**src/rtl/alu_ctrl_pkg.sv**
```systemverilog
`default_nettype none
// ============================================================================
//  Module   : alu_ctrl_pkg
//  Purpose  : Shared ALU control codes, main-decoder ALU classes, FSM state
//             encoding and latency helpers for the registered ALU decoder.
//  Revision : 1.0  initial release
// ============================================================================
package alu_ctrl_pkg;

  // ALU operation codes; the control word zero-extends these to CTRL_W bits
  typedef enum logic [3:0] {
    ALU_ADD  = 4'b0000,
    ALU_SUB  = 4'b0001,
    ALU_AND  = 4'b0010,
    ALU_OR   = 4'b0011,
    ALU_XOR  = 4'b0100,
    ALU_SLT  = 4'b0101,
    ALU_SLL  = 4'b0110,
    ALU_SRL  = 4'b0111,
    ALU_SRA  = 4'b1000,
    ALU_SLTU = 4'b1001,
    ALU_MUL  = 4'b1010,
    ALU_DIV  = 4'b1011
  } alu_ctrl_e;

  // ALU class as produced by the main decoder
  localparam logic [1:0] ALUOP_ADD   = 2'b00;
  localparam logic [1:0] ALUOP_BR    = 2'b01;
  localparam logic [1:0] ALUOP_RTYPE = 2'b10;
  localparam logic [1:0] ALUOP_RSVD  = 2'b11;

  // Handshake FSM states
  typedef enum logic [1:0] {
    ST_IDLE = 2'd0,
    ST_WAIT = 2'd1,
    ST_HOLD = 2'd2
  } fsm_state_e;

  // Extra wait cycles for a decoded op: only M-class ops stall, funct3[2]
  // separates the divide/remainder group from the multiply group.
  function automatic int unsigned lat_of(input logic        md,
                                         input logic [2:0]  funct3,
                                         input int unsigned mul_lat,
                                         input int unsigned div_lat);
    if (!md)
      return 0;
    else if (funct3[2])
      return div_lat;
    else
      return mul_lat;
  endfunction

  // Latency counter width: enough to hold the largest (latency-1), never 0
  function automatic int unsigned cnt_width(input int unsigned mul_lat,
                                            input int unsigned div_lat);
    int unsigned max_lat;
    int unsigned w;
    max_lat = (mul_lat > div_lat) ? mul_lat : div_lat;
    w       = $clog2(max_lat + 1);
    return (w < 1) ? 1 : w;
  endfunction

endpackage : alu_ctrl_pkg
`default_nettype wire

```
**src/rtl/alu_ctrl_unit_aludec_ext.sv**
```systemverilog
`default_nettype none
// ============================================================================
//  Module   : aludec_ext
//  Purpose  : Purely combinational ALU decode of ALUOp/funct3/funct7 into an
//             operation code, M-extension flag, illegal flag and div select.
//  Revision : 1.0  initial release
// ============================================================================
module aludec_ext
  import alu_ctrl_pkg::*;
#(
  parameter int unsigned MEXT = 1
) (
  input  logic       opb5,
  input  logic [2:0] funct3,
  input  logic       funct7b5,
  input  logic       funct7b0,
  input  logic [1:0] alu_op,
  output alu_ctrl_e  code,
  output logic       md_op,
  output logic       illegal,
  output logic       is_div
);

  logic m_en;

  // M-extension decode exists only in builds that enable it
  generate
    if (MEXT != 0) begin : g_mext
      assign m_en = 1'b1;
    end else begin : g_no_mext
      assign m_en = 1'b0;
    end
  endgenerate

  // Decode table; M encodings fall back to base R-type when m_en is low
  always_comb begin
    code    = ALU_ADD;
    md_op   = 1'b0;
    illegal = 1'b0;
    is_div  = 1'b0;
    case (alu_op)
      ALUOP_ADD: begin
        code = ALU_ADD;
      end
      ALUOP_BR: begin
        case (funct3[2:1])
          2'b00: code = ALU_SUB;
          2'b10: code = ALU_SLT;
          2'b11: code = ALU_SLTU;
          default: begin
            code    = ALU_SUB;
            illegal = 1'b1;
          end
        endcase
      end
      ALUOP_RTYPE: begin
        if (m_en && opb5 && funct7b0) begin
          md_op  = 1'b1;
          is_div = funct3[2];
          code   = funct3[2] ? ALU_DIV : ALU_MUL;
        end else begin
          case (funct3)
            3'b000:  code = (opb5 && funct7b5) ? ALU_SUB : ALU_ADD;
            3'b001:  code = ALU_SLL;
            3'b010:  code = ALU_SLT;
            3'b011:  code = ALU_SLTU;
            3'b100:  code = ALU_XOR;
            3'b101:  code = funct7b5 ? ALU_SRA : ALU_SRL;
            3'b110:  code = ALU_OR;
            default: code = ALU_AND;
          endcase
        end
      end
      default: begin
        // reserved ALU class: harmless ADD, flagged so the core can trap
        code    = ALU_ADD;
        illegal = 1'b1;
      end
    endcase
  end

endmodule : aludec_ext
`default_nettype wire

```
**src/rtl/alu_ctrl_unit.sv**
```systemverilog
`default_nettype none
// ============================================================================
//  Module   : alu_ctrl_unit
//  Purpose  : Registered, valid/ready handshaked ALU control decoder with
//             optional RV32M decode and programmable multiply/divide latency.
//  Revision : 1.0  initial release
// ============================================================================
module alu_ctrl_unit
  import alu_ctrl_pkg::*;
#(
  parameter int unsigned CTRL_W  = 4,
  parameter int unsigned MEXT    = 1,
  parameter int unsigned MUL_LAT = 3,
  parameter int unsigned DIV_LAT = 32
) (
  input  logic              clk,
  input  logic              reset,
  input  logic              in_valid,
  output logic              in_ready,
  input  logic              opb5,
  input  logic [2:0]        funct3,
  input  logic              funct7b5,
  input  logic              funct7b0,
  input  logic [1:0]        ALUOp,
  output logic              out_valid,
  input  logic              out_ready,
  output logic [CTRL_W-1:0] ALUControl,
  output logic              md_op,
  output logic              illegal,
  output logic              busy
);

  localparam int unsigned CNT_W = cnt_width(MUL_LAT, DIV_LAT);

  // Per-class latencies are fixed at elaboration; only the class is dynamic
  localparam int unsigned MUL_L = lat_of(1'b1, 3'b000, MUL_LAT, DIV_LAT);
  localparam int unsigned DIV_L = lat_of(1'b1, 3'b100, MUL_LAT, DIV_LAT);

  // Counter preloads: the WAIT state lasts (load + 1) cycles
  localparam logic [CNT_W-1:0] MUL_LOAD = (MUL_L == 0) ? '0 : CNT_W'(MUL_L - 1);
  localparam logic [CNT_W-1:0] DIV_LOAD = (DIV_L == 0) ? '0 : CNT_W'(DIV_L - 1);

  fsm_state_e        state_q;
  fsm_state_e        state_d;
  logic [CNT_W-1:0]  cnt_q;
  logic [CNT_W-1:0]  cnt_d;
  logic [CTRL_W-1:0] ctrl_q;
  logic              md_q;
  logic              illegal_q;

  alu_ctrl_e         dec_code;
  logic              dec_md;
  logic              dec_illegal;
  logic              dec_is_div;
  logic              has_wait;
  logic [CNT_W-1:0]  load_val;
  logic              load;

  aludec_ext #(
    .MEXT (MEXT)
  ) u_dec (
    .opb5     (opb5),
    .funct3   (funct3),
    .funct7b5 (funct7b5),
    .funct7b0 (funct7b0),
    .alu_op   (ALUOp),
    .code     (dec_code),
    .md_op    (dec_md),
    .illegal  (dec_illegal),
    .is_div   (dec_is_div)
  );

  // Ready depends on state and out_ready only, never on the data inputs
  assign in_ready  = (state_q == ST_IDLE) || ((state_q == ST_HOLD) && out_ready);
  assign out_valid = (state_q == ST_HOLD);
  assign busy      = (state_q == ST_WAIT);

  assign ALUControl = ctrl_q;
  assign md_op      = md_q;
  assign illegal    = illegal_q;

  // Select the wait length of the request currently on the inputs
  always_comb begin
    has_wait = 1'b0;
    load_val = '0;
    if (dec_md) begin
      has_wait = dec_is_div ? (DIV_L != 0) : (MUL_L != 0);
      load_val = dec_is_div ? DIV_LOAD : MUL_LOAD;
    end
  end

  // Next-state and counter logic; an accepted request overrides the step
  always_comb begin
    state_d = state_q;
    cnt_d   = cnt_q;
    load    = 1'b0;
    case (state_q)
      ST_IDLE: begin
        if (in_valid) load = 1'b1;
      end
      ST_WAIT: begin
        if (cnt_q == '0) state_d = ST_HOLD;
        else             cnt_d   = cnt_q - CNT_W'(1);
      end
      ST_HOLD: begin
        if (out_ready) begin
          if (in_valid) load    = 1'b1;
          else          state_d = ST_IDLE;
        end
      end
      default: state_d = ST_IDLE;
    endcase
    if (load) begin
      state_d = has_wait ? ST_WAIT : ST_HOLD;
      cnt_d   = has_wait ? load_val : '0;
    end
  end

  // State and latency counter registers
  always_ff @(posedge clk or posedge reset) begin
    if (reset) begin
      state_q <= ST_IDLE;
      cnt_q   <= '0;
    end else begin
      state_q <= state_d;
      cnt_q   <= cnt_d;
    end
  end

  // Output register: captured only on accept, so it is stable under stall
  always_ff @(posedge clk or posedge reset) begin
    if (reset) begin
      ctrl_q    <= '0;
      md_q      <= 1'b0;
      illegal_q <= 1'b0;
    end else if (load) begin
      ctrl_q    <= CTRL_W'(dec_code);
      md_q      <= dec_md;
      illegal_q <= dec_illegal;
    end
  end

endmodule : alu_ctrl_unit
`default_nettype wire

```
**config.mk**
```make
export PLATFORM = sky130hd
export DESIGN_NAME = alu_ctrl_unit
export DESIGN_NICKNAME = d
export VERILOG_FILES = /design/src/rtl/alu_ctrl_pkg.sv /design/src/rtl/alu_ctrl_unit_aludec_ext.sv /design/src/rtl/alu_ctrl_unit.sv
export SDC_FILE = /design/constraint.sdc
export NUM_CORES = 1
export LEC_CHECK = 0
export CAP_MARGIN = 5
export CORE_UTILIZATION = 40
export DETAILED_ROUTE_END_ITERATION = 6
export PLACE_DENSITY = 0.75
export SETUP_SLACK_MARGIN = 0.2
export SLEW_MARGIN = 20
export SYNTH_ARGS = -nofsm -noshare
export SYNTH_HDL_FRONTEND = slang
export SYNTH_SLANG_ARGS = --single-unit
```
**constraint.sdc**
```tcl
create_clock -name clk -period 5.2 [get_ports clk]
set_input_delay 0.78 -clock clk [delete_from_list [all_inputs] [get_ports clk]]
set_output_delay 0.78 -clock clk [all_outputs]
set_load 0.01 [all_outputs]
```
After elaboration in Yosys (flattened, before gate mapping). Index checks and enable logic that the tools add are counted.

$add $sub $neg: 1. Equal/unequal tests: 17. Mux-type cells: 29. Reduce and logical (&&, ||, !) cells: 14.

Operators with widths (count): $pmux 4 s7 (1); $mux 6 (4); $pmux 4 s2 (2); $mux 1 (10); $mux 2 (5); $mux 5 (2); $eq 3x3->1 const B (3); $eq 2x2->1 const B (4); $mux 4 (2); $eq 3x2->1 const B (2); $logic_not 2->1 (3); $logic_not 6->1 (1); $ne 3x1->1 const B (2); $pmux 2 s3 (1); $sub 6x1->6 const B (1); $eq 2x1->1 const B (2); $ne 2x2->1 const B (2); $pmux 1 s2 (2); $reduce_and 4->1 (1); $eq 3x1->1 const B (1); $logic_and 1x1->1 (3); $logic_not 3->1 (1); $ne 3x2->1 const B (1); $reduce_or 3->1 (1); other kinds (4) (4).

Flip-flop bits (word level): 14. Input bits: 12. Output and inout port bits: 9. Logic and storage cells: 66.

Depth between registers and ports, before layout. Gate-level depths: netlist (run 1).

Word-level depth: 7. Mapped depth: 6. Depth with buffers taken out: 6.

Cells and area by module. Synthesis (run 1) repeated with hierarchy kept, for this count alone.

Cells, all modules: 114. Area total of the unflattened synthesis: 937.1 µm².

Modules (own cells, without submodules): alu_ctrl_unit (instances 1, cells an instance 79, area an instance 715.7 µm², seq. area each 350.3 µm²); aludec_ext (instances 1, cells an instance 35, area an instance 221.5 µm², seq. area each 0.0 µm²).

Worst setup path before layout (run 1). No wires, ideal clock.

Kind: in2reg. Start point: in funct3[2]. End point: reg ctrl_q[0] (netlist: ALUControl[0]). Setup time: 0.154 ns. Arrival time: 1.698 ns. Required time: 5.046 ns. Setup slack: 3.348 ns. Stages: 5. Buffers on the path: 1. Cell sequence: buf_2 -> nor2b_1 -> mux2_2 -> o311ai_0 -> o311ai_0.

Longest elaborated chain between the ends: 4. Elaborated cells on any way between the ends: 11. Classes of those cells: eq/ne (6); mux (4); reduce/logical (1).

RTL lines: from (decl) (line alu_ctrl_unit.sv:21) `input logic [2:0] funct3,`; $eq 3x3->1, or another cell as far along (line alu_ctrl_unit_aludec_ext.sv:62) `case (funct3)`; $pmux 4 s7 (line alu_ctrl_unit_aludec_ext.sv:62); $mux 4 * (line alu_ctrl_unit_aludec_ext.sv:57) `if (m_en && opb5 && funct7b0) begin`; $pmux 4 s2 * (line alu_ctrl_unit_aludec_ext.sv:41) `case (alu_op)`; to (signal assigned) (line alu_ctrl_unit.sv:137) `ctrl_q <= CTRL_W'(dec_code);`; to (decl) (line alu_ctrl_unit.sv:47) `logic [CTRL_W-1:0] ctrl_q;`.

Mark *: on every way between the ends. The rest lies on a longest branch, timed or not. A chain may end at the register's enable or synchronous reset.

Worst setup path after layout (run 1).
Start point: in out_ready. End point: out in_ready.

Longest elaborated chain between the ends: 2.

RTL lines: from (decl) (line alu_ctrl_unit.sv:26) `input logic out_ready,`; $logic_and 1x1->1 (line alu_ctrl_unit.sv:74) `assign in_ready = (state_q == ST_IDLE) || ((state_q == ST_HOLD) && out_ready);`; $logic_or 1x1->1 (line alu_ctrl_unit.sv:74); to (decl) (line alu_ctrl_unit.sv:19) `output logic in_ready,`.

No other way between the ends.

==> results.toml, run 1 <==
[timing]
setup_viol = 0
post-route-period-util_pct = 51.9
fin_skew_ps = 4.27
final.setup.tns_ps = 0
fmax_mhz = 371
maxSlewHeadroom_pct = 61.9
hold_violations = 0
worst_slack_ps = 2500
slew_violations = 0
rsz0062_at_grt = "no"
period_needed_ps = 2700
tightest_slew_ps = 570

[outcome]
outcome = "complete, no violations"

[cells_and_area]
drive_gt1_share_pct = 6.72
num_antenna_cells = 0
fill_cells = 192
final_cell_mix = "20 x clkdlybuf4s50_1, 14 x dfrtp_1, 8 x nand2_1, 8 x nor2_1"
finalNetCount = 138
layout_commonest_cell = "clkdlybuf4s50_1"
area_delta_synth_final_pct = 27.3

[logic_synthesis]
syn-instance-count = 98
synth_nets = 115
ys_seq_area_share_pct = 38.6
synth_cell_types = 40
synthArstFlopShare_pct = 100
ys.flop_type = "dfrtp_1"
syn_avg_cell_area_um2 = 9.27
netlist_area_um2 = 908
synth_edf_count = 0
ys_seq_elements = 14
yosys_warnings = 0

[global_route]
track_usage_pct = 17.3
grtUsageMet2_pct = 28.2
overflow = 0
use_met3_pct = 0.617
use_met1_pct = 22.9
grt_most_used_layer = "met2"
grt_pass1_vias = 756
grt_max_degree = 18
grt_pass1_wl_um = 3260
grt_antenna_before_repair = 0

[placed_design]
place_ws_ps = 2490
io_buffers = 20
dpl.hpwl_um = 1470
place_congestion = 0.772

[clocking]
clk_pin_slew_ps = 70
root_buffer = "clkbuf_4"
cts_buffers = 3
ctsHtreeMaxLevel = 1
postCtsResizedCells = 0
hold_buffers = 0
cts_tree = "built"
clk_latency_ps = 270
clockBufferDepth = 2
cts_sinks = 14
postCtsSetupRepairBufs = 0

[setup_path]
start_kind = "input pin"
cp_slowest_cell = "clkdlybuf4s50_1"
crit_path_end_kind = "output port"
crit_required_ps = 4420
cpMostUsedCell = "clkdlybuf4s50_1"
worstPathArrival_ps = 1920
path_cells = "clkdlybuf4s50_1 > nor2b_1 > nor2_1 > clkdlybuf4s50_1"
slowest_delay_ps = 530
critPathKind = "input pin to output port"
crit_family = "buffers and inverters"
path_max_fanout = 2
cp_num_buf_inv = 2

[routing]
drt_iter0_drc = 31
vias = 807
ant_nets = 0
via_per_inst = 5.53
drc = 0
drt-pass1-iter-count = 4
routed_wl_um = 1940
drt-wirelength-per-cell_um = 13.3

[floorplanning]
start_util_pct = 44.5
die_h_um = 49.7
io_pins = 21
num_rows = 16
dieArea_um2 = 2470
die_x_um = 49.7
core_region_area_um2 = 2040

[flow_run]
maxCapViolations = 0

[power_and_ir_drop]
p_leak_uw = 0.000492
cellPowerDensity_nw_per_um2 = 229
vdd_drop_max_mv = 0.106

[worst_hold_path]
min_path_type = "flop to flop"
cells in the mapped netlist, types with 2 or more instances:
library cell | number | area (um2)
a22o_1 | 3 | 26.3
nor3b_1 | 2 | 15.0
o21ai_0 | 3 | 15.0
ha_1 | 5 | 62.6
o311ai_0 | 2 | 17.5
nor2b_1 | 5 | 31.3
nand2_1 | 8 | 30.0
nor2_1 | 8 | 30.0
a21oi_1 | 7 | 35.0
inv_1 | 7 | 26.3
dfrtp_1 | 14 | 350
nand3_1 | 5 | 25.0
mux2i_1 | 2 | 20.0
path summary, 6_finish.rpt:
path,slack (ps),depth (start not counted),from,to
min reg2reg,490,1,md_op,md_op
max reg2reg,3340,6,cnt_q[0],cnt_q[1]
max,2500,4,out_ready,in_ready
min in group asynchronous,840,2,reset,cnt_q[4]
min,490,1,md_op,md_op
max in group asynchronous,4010,2,reset,cnt_q[3]
layer usage:
metal	share of wire, %	vias to the layer above
met5	0	-
met4	0.98	0
met3	2.6	2
met2	46	16
met1	50	385
li1	-	404
state kept, by name, indices dropped and copies added (netlist names):
signal      flops
state_q         2
md_op           1
cnt_q           6
ALUControl      4
illegal         1
report_power, final:
| part | switching, uW | internal [uW] |
|---|---|---|
| Combinational | 37.0 | 39.1 |
| Sequential | 10.8 | 119 |
| Clock | 31.9 | 26.8 |
kinds of logic (layout without fill, tap and decap cells):
group,count (synthesis),after routing,synth area share (%)
simple gates,40,40,25.3
buf+inv,9,30,3.86
xor+xnor,2,2,1.93
flops,14,14,38.6
mux,3,3,3.44
fa+ha+maj,5,5,6.89
compound gates,25,25,20.0
layout make-up:
class	count	area [um2]	share of cell area (%)
multi-input combinational	75	523	45.2
sequential	14	350	30.3
timing repair buffer	20	200	17.3
tap	27	33.8	2.92
inverter	7	26.3	2.27
clock buffer	3	22.5	1.95
through the flow:
| step | cells | instance area [um2] | hold slack, ps | total power (uW) | utilization, % |
|---|---|---|---|---|---|
| after floorplan | 98 | 908 | 504 | 175 | - |
| after global placement | 143 | 1130 | 467 | 206 | 55.5 |
| after detailed placement | 143 | 1130 | 477 | 208 | 55.5 |
| after CTS | 146 | 1160 | 497 | 268 | 56.6 |
| after global routing | 146 | 1160 | 525 | 282 | 56.6 |
| final | 146 | 1160 | 494 | 265 | 56.6 |
No activity file was read; power rests on OpenSTA's default activity.
==> inputs of run 2 (changes only) <==
--- a/config.mk
+++ b/config.mk
@@ -8,7 +8,7 @@
 export CAP_MARGIN = 5
 export CORE_UTILIZATION = 40
 export DETAILED_ROUTE_END_ITERATION = 6
-export PLACE_DENSITY = 0.75
+export PLACE_DENSITY = 0.78
 export SETUP_SLACK_MARGIN = 0.2
 export SLEW_MARGIN = 20
 export SYNTH_ARGS = -nofsm -noshare
==> constraint.sdc (replaced) <==
create_clock -name clk -period 2.3 [get_ports clk]
set_input_delay 0.345 -clock clk [delete_from_list [all_inputs] [get_ports clk]]
set_output_delay 0.345 -clock clk [all_outputs]
set_load 0.01 [all_outputs]
==> results.toml, run 2 (same netlist as run 1, synthesis figures left out) <==
[global_route]
grt_pass1_vias = 753
track_usage_pct = 17.1
grt_max_degree = 15
overflow = 0
grt_antenna_before_repair = 0
grt_pass1_wl_um = 3210

[clocking]
clk_latency_ps = 270
postCtsSetupRepairBufs = 0
cts_buffers = 3
clockBufferDepth = 2
ctsHtreeMaxLevel = 1
cts_tree = "built"
clk_pin_slew_ps = 80
cts_sinks = 14
root_buffer = "clkbuf_4"

[setup_path]
path_max_fanout = 7
start_kind = "flop"
crit_path_end_kind = "output port"
worstPathArrival_ps = 1570
crit_required_ps = 1960
critPathKind = "flop to output port"

[routing]
drt-pass1-iter-count = 4
routed_wl_um = 1870
via_per_inst = 5.51
drc = 0
ant_nets = 0
vias = 821
drt_iter0_drc = 15
drt-wirelength-per-cell_um = 12.5

[floorplanning]
core_region_area_um2 = 2040
num_rows = 16
start_util_pct = 44.5
die_x_um = 49.7
dieArea_um2 = 2470
io_pins = 21
die_h_um = 49.7

[cells_and_area]
area_delta_synth_final_pct = 30.7
largest_reg_flops = 6
utilization_pct = 58.1
final_cell_mix = "20 x clkdlybuf4s50_1, 14 x dfrtp_1, 8 x nand2_1, 8 x nor2_1"
finalNetCount = 140
drive_gt1_share_pct = 9.84
num_antenna_cells = 0
final_cells = 149
layout_commonest_cell = "clkdlybuf4s50_1"
largest-register = "cnt_q"

[timing]
post-route-period-util_pct = 83.1
rsz0062_at_grt = "no"
fmax_mhz = 523
final.setup.tns_ps = 0
worst_slack_ps = 389
hold_violations = 0
setup_viol = 0
fin_skew_ps = 6.88
tightest_slew_ps = 531
period_needed_ps = 1910
slew_violations = 0
maxSlewHeadroom_pct = 64.5

[placed_design]
dpl.hpwl_um = 1450
placed_cells = 145
place_congestion = 0.752
place_ws_ps = 283
io_buffers = 20

[outcome]
outcome = "complete, no violations"

[power_and_ir_drop]
vdd_drop_max_mv = 0.280
p_leak_uw = 0.000509
cellPowerDensity_nw_per_um2 = 537
total_power_uw = 637

[flow_run]
maxCapViolations = 0

[worst_hold_path]
min_path_type = "input pin to async pin"
run 2: changes by cell type in the layout (fill, tap and decap cells not counted), sizes merged:
cell | previous run | this run
clkbuf | 3 | 4
buf | 0 | 2
run 2: area by class of cell:
type                            count  area (um2)
Sequential cell                    14         350
Inverter                            7        26.3
Clock buffer                        4        36.3
Fill cell                         194         855
Multi-Input combinational cell     75         526
Timing Repair Buffer               22         215
Tap cell                           27        33.8
run 2: final timing paths:
check / slack (ps) / depth (start not counted) / startpoint / endpoint
max in group asynchronous: 1540 / 2 / reset / md_op
worst min register to register: 480 / 2 / illegal / illegal
worst min-delay path: 400 / 2 / reset / state_q[0]
worst max-delay path: 390 / 2 / state_q[0] / busy
min in group clk: 480 / 2 / illegal / illegal
worst max register to register: 470 / 6 / cnt_q[0] / cnt_q[1]
run 2: power by group:
part	internal [uW]	switching (uW)	total (uW)	leakage (uW)
clock network	96.1	74.2	170	0.0000210
logic	91.5	81.7	173	0.000306
registers	270	23.5	294	0.000182
run 2: per-stage QoR:
step | cell area, um2 | hold WS [ps]
CTS | 1180 | 419
global placement | 1150 | 466
detailed placement | 1150 | 475
finish | 1190 | 404
floorplan | 908 | 234
global route | 1190 | 443
run 2: timing repair:
action | CTS | global route
hold buffers | 0 | 0
setup endpoints to repair | 0 | 1
gates resized for setup | 0 | 1
run 2: worst max-delay path, cell delays in order, from the launching register on:
cell	delay [ps]
dfrtp_1	450
nor2b_2	270
clkdlybuf4s50_1	570
run 2: routing by layer:
layer	routed length [um]	track usage (%)	vias up
li1	-	-	408
met1	913	22.5	393
met2	902	27.7	18
met3	34	0.926	2
met4	19	9.52	0
met5	0	0	-
==> edit 1 (config.mk and constraints of run 2) <==
`MEXT` is set to 1 in 2 places; all go to 0.
--- a/src/rtl/alu_ctrl_unit_aludec_ext.sv
+++ b/src/rtl/alu_ctrl_unit_aludec_ext.sv
@@ -8,7 +8,7 @@
 module aludec_ext
   import alu_ctrl_pkg::*;
 #(
-  parameter int unsigned MEXT = 1
+  parameter int unsigned MEXT = 0
 ) (
   input  logic       opb5,
   input  logic [2:0] funct3,
--- a/src/rtl/alu_ctrl_unit.sv
+++ b/src/rtl/alu_ctrl_unit.sv
@@ -9,7 +9,7 @@
   import alu_ctrl_pkg::*;
 #(
   parameter int unsigned CTRL_W  = 4,
-  parameter int unsigned MEXT    = 1,
+  parameter int unsigned MEXT    = 0,
   parameter int unsigned MUL_LAT = 3,
   parameter int unsigned DIV_LAT = 32
 ) (
Formal check against the unedited RTL: not equivalent (a bounded check fails within 4 cycles, from zero or initial values and one cycle with reset high).
==> edit 1 against run 2 <==
Wire length fell by 59%; non-clock buffer count fell by 5; synthesized area fell by 53%; total power fell by 58%; first-iteration DRC count is 73% lower; sequential cell count fell by 8; final area decreased by 49%; setup slack better by 98 ps; highest routed layer is now met3.
==> edit 1: results (changes against run 2) <==
[run_status]
status = completed

[synth]
synth-async-reset-ratio_pct = 100.0  ; unchanged
yosys-top-cells-area = dfrtp_1, ha_1, o31ai_1
ys_seq_area_share_pct = 35.29  ; -3.3 points
synthTopCellsByCount = nand2_1, dfrtp_1, inv_1, o31ai_1
ys_warn_count = 0  ; unchanged
yosys_most_used_dff = dfrtp_1
ys_types = 20  ; -50%

[global_routing]
grt_overflow = 0  ; unchanged
grt_pass1_vias = 343  ; -54%
antenna_found_initial = 0  ; unchanged
grt_max_degree = 11  ; -4
groute.usage.overall_pct = 15.15  ; -1.9 points
grt_pass1_wl_mm = 1.331  ; -59%

[sta]
hold_viol_final = 0  ; unchanged
skew_ps = 9.603  ; +2.726 ps

[worst_setup_path]
regToRegSetupSlack_ps = 1200  ; +730 ps
reg2reg_to = ALUControl[2]$_DFFE_PP0P_
r2r_start = state_q[1]$_DFFE_PP0P_
ff2ff_path_depth = 3  ; -3
worstPathArrival_ps = 1470  ; -100 ps
cp_max_fo = 3  ; -4

[clock_network]
clk_pin_slew_ps = 60  ; -20 ps
cts-root-buf = clkbuf_2
postCtsSetupRepairBufs = 0  ; unchanged
clock_path_buffers = 2  ; unchanged
cts_resized = 0  ; unchanged
cts-buffers-inserted = 3  ; unchanged
h-tree-depth = 1  ; unchanged
insertion_delay_ps = 210  ; -60 ps

[layout]
final_nets = 83  ; -41%
antenna_cells = 0  ; unchanged
drive_gt1_share_pct = 6.061  ; -3.8 points
largest_reg_flops = 4  ; -2
num-fill-cells = 93  ; -52%

[route]
wl_met1_um = 322  ; -65%
wl_met2_um = 366  ; -59%
first_pass_iters = 4  ; unchanged
wl_met3_um = 72  ; +110%
wl_per_cell_um = 9.633  ; -23%
vias_per_cell = 4.949  ; -10%
routed.top_layer = met3
first_iter_violations = 4  ; -11

[placement]
gp_congestion = 0.6881  ; -8.5%
io_buffers = 17  ; -15%

[power_and_ir_drop]
vdd_drop_max_mv = 0.1804  ; -36%
leakagePower_nw = 0.2761  ; -46%

[min_path]
hp-class = primary input to asynchronous set/reset pin

edit 1: cell count changes after synthesis, sizes merged, moves of 4 or more:
cell / delta
nor2b: -5
a21oi: -4
nor2: -7
nand3: -5
dfrtp: -8
o31ai: +4
edit 1: worst max-delay path by stage:
| stage | start | to | slack (ps) | depth (start not counted) |
|---|---|---|---|---|
| after global placement | funct3[2] | ALUControl[0]$_DFFE_PP0P_ | 380 | 5 |
| after floorplan | funct3[2] | ALUControl[0]$_DFFE_PP0P_ | 980 | 5 |
| after CTS | out_ready | in_ready | 490 | 3 |
| after detailed placement | funct3[2] | ALUControl[0]$_DFFE_PP0P_ | 370 | 5 |
| final | out_ready | in_ready | 490 | 3 |
| after global routing | out_ready | in_ready | 440 | 3 |
edit 1: metal layers:
metal	track usage, %	vias up
met5	0	-
met4	9.000	0
met3	4.487	0
met2	25.48	23
met1	16.94	163
li1	-	205
edit 1: worst max-delay path, cell delays in order:
cell	delay [ps]
clkdlybuf4s50_1	450
nand2b_1	130
clkdlybuf4s50_1	540
edit 1: power by group:
part	leakage [nW]	total (mW)	switching [mW]	internal, mW
clock	0.0125	0.0686	0.0333	0.0353
combinational	0.185	0.0814	0.0360	0.0453
sequential	0.0782	0.118	0.00426	0.114
edit 1: cell families (layout without fill, tap and decap cells):
| group | Yosys count | in the layout | share of synthesized area, % |
|---|---|---|---|
| and+or+nand+nor | 18 | 18 | 26.18 |
| AOI/OAI and AO/OA | 13 | 13 | 19.12 |
| buffers and inverters | 7 | 24 | 9.704 |
| DFF | 6 | 6 | 35.29 |
| adders and majority gates | 3 | 3 | 8.824 |
| other | 1 | 2 | 0.8815 |
edit 1: metrics by stage:
stage	hold WS (ps)	std cells	instance area (µm²)	setup WS, ps
CTS	343.1	79	604.3	485.3
floorplan	136.0	49	429.2	983.6
detailed placement	468.0	76	589.3	367.1
finish	340.4	79	604.3	487.3
global route	362.0	79	604.3	439.0
global placement	463.7	76	589.3	384.2
edit 1: cell type report:
class,count,area [µm²],area share [%]
clock buffer,3,15.01,2.484
sequential,6,150.1,24.84
multi-input combinational,36,237.7,39.34
timing repair buffer,17,170.2,28.16
tap,13,16.27,2.692
inverter,4,15.01,2.484
==> edit 2 (flow settings as in run 2) <==
Without the edit above. Make the reset (`reset`) synchronous in 2 clocked blocks.
--- a/src/rtl/alu_ctrl_unit.sv
+++ b/src/rtl/alu_ctrl_unit.sv
@@ -117,7 +117,7 @@
   end
 
   // State and latency counter registers
-  always_ff @(posedge clk or posedge reset) begin
+  always_ff @(posedge clk) begin
     if (reset) begin
       state_q <= ST_IDLE;
       cnt_q   <= '0;
@@ -128,7 +128,7 @@
   end
 
   // Output register: captured only on accept, so it is stable under stall
-  always_ff @(posedge clk or posedge reset) begin
+  always_ff @(posedge clk) begin
     if (reset) begin
       ctrl_q    <= '0;
       md_q      <= 1'b0;
Formal check against the unedited RTL: differs if reset is asserted again (counterexample within 4 cycles, from zero or initial values and one cycle with reset high); with reset held inactive, the same outputs for 10 cycles.
==> edit 2 against run 2 <==
Total power is 17% lower; final area is 1.2% lower; wire length is 9.1% higher; critical path depth is 2 higher; synthesized area is 4.1% higher; clock skew is 4.5 ps lower; sequential share of layout area is 5.6 points lower; hold slack better by 56 ps; clock power is 19% lower; sequential power is 11% lower; sequential cell count stayed put; setup slack better by 18 ps; non-clock buffer count is 2 lower.
==> edit 2: results (changes against run 2) <==
[clock_network]
clk_pin_slew_ps = 80  ; about the same
insertion_delay_ps = 270  ; about the same
clock_path_buffers = 2  ; unchanged
cts-root-buf = clkbuf_4
cts_resized = 0  ; unchanged
cts-buffers-inserted = 3  ; unchanged
h-tree-depth = 1  ; unchanged

[global_routing]
groute.usage.overall_pct = 18.40  ; +1.3 points
grtUsageMet2_pct = 30.00  ; +2.3 points
grt_use_met3_pct = 3.636  ; +2.7 points
grt_pass1_wl_mm = 3.622  ; +13%
use_met1_pct = 24.23  ; +1.7 points
grt_max_degree = 14  ; -1
grt_pass1_vias = 852  ; +13%

[layout]
drive_gt1_share_pct = 11.81  ; +2.0 points
num-fill-cells = 217  ; +12%
final_nets = 146  ; +4.3%
largest_reg_flops = 6  ; unchanged
antenna_cells = 0  ; unchanged
top_register = cnt_q

[sta]
relSlewSlack_pct = 66.93  ; +2.4 points
skew_ps = 2.397  ; -4.479 ps
post-route-period-util_pct = 82.31  ; -0.78 points

[worst_setup_path]
r2r_start = cnt_q[0]$_SDFFE_PP0P_
crit_end = in_ready
reg2reg_to = cnt_q[1]$_SDFFE_PP0P_
cp_max_fo = 5  ; -2
worstPathArrival_ps = 1550  ; -20 ps
crit_slowest_cell = clkdlybuf4s50_1
regToRegSetupSlack_ps = 720  ; +250 ps
cp-startpoint = out_ready
slowest_delay_ps = 530  ; -40 ps
ff2ff_path_depth = 6  ; unchanged
crit_family = buffers and inverters

[power_and_ir_drop]
vdd_drop_max_mv = 0.2317  ; -17%
leakagePower_nw = 0.4233  ; -17%

[synth]
yosys_most_used_dff = dfxtp_1
avgSynthCellArea_um2 = 8.840  ; -4.6%
yosys-top-cells-area = dfxtp_1, ha_1, a21oi_1
synth-async-reset-ratio_pct = 0  ; -100 points
ys_seq_area_share_pct = 29.63  ; -8.9 points
synth_nets = 124  ; +7.8%
synthTopCellsByCount = dfxtp_1, a21oi_1, inv_1
ys_types = 44  ; +10%

[route]
first_pass_iters = 4  ; unchanged
wl_met3_um = 116  ; +240%
routed.top_layer = met4
wirelength_mm = 2.040  ; +9.1%
wl_met1_um = 979  ; +7.2%
vias = 884  ; +7.7%
drc = 0  ; unchanged
first_iter_violations = 15  ; unchanged
wl_met2_um = 933  ; +3.4%

[placement]
pre_cts_ws_ps = 194.4  ; -88.89 ps
dp_hpwl_mm = 1.534  ; +6.2%
gp_congestion = 0.8736  ; +16%
io_buffers = 20  ; unchanged

[min_path]
hp-class = flip-flop to flip-flop

[run_status]
status = completed

==> edit 2: cell type report <==
class	count	share of cell area, %
inverter	9	2.878
sequential	14	23.88
tap	28	2.985
clock buffer	3	1.919
multi-input combinational	81	51.28
timing repair buffer	20	17.06
==> edit 2: worst min-delay path by stage <==
| stage | to | slack [ps] | cells after the start |
|---|---|---|---|
| 2_1_floorplan | cnt_q[0]$_SDFFE_PP0P_ | 450 | 1 |
| 3_3_place_gp | md_op$_SDFFE_PP0P_ | 450 | 2 |
| 3_5_place_dp | md_op$_SDFFE_PP0P_ | 450 | 2 |
| 4_1_cts | md_op$_SDFFE_PP0P_ | 460 | 2 |
| 5_1_grt | md_op$_SDFFE_PP0P_ | 510 | 2 |
| 6_report | md_op$_SDFFE_PP0P_ | 460 | 2 |
==> edit 2: power breakdown <==
part	switching, mW	internal, mW	leakage [nW]
logic	0.0627	0.0635	0.295
clock network	0.0764	0.0606	0.0138
registers	0.0103	0.252	0.114
==> edit 2: cell families after synthesis <==
| family | count (synthesis) | synth area share (%) |
|---|---|---|
| buffers and inverters | 12 | 6.745 |
| flip-flops | 14 | 29.63 |
| AND/OR/NAND/NOR | 39 | 30.16 |
| multiplexers | 1 | 1.058 |
| adder cells (fa/ha/maj) | 5 | 6.614 |
| AO/OA/AOI/OAI | 36 | 25.79 |
==> edit 2: stage by stage <==
stage / hold WS [ps] / instances / cell area [µm²] / utilization (%) / power, mW
4_1_cts: 463.3 / 155 / 1174 / 53.05 / 0.5278
3_5_place_dp: 450.2 / 152 / 1151 / 52.04 / 0.3931
2_1_floorplan: 452.8 / 107 / 945.9 / - / 0.3440
5_1_grt: 507.9 / 155 / 1174 / 53.05 / 0.5575
6_report: 460.4 / 155 / 1174 / 53.05 / 0.5257
3_3_place_gp: 446.9 / 152 / 1151 / 52.04 / 0.3891
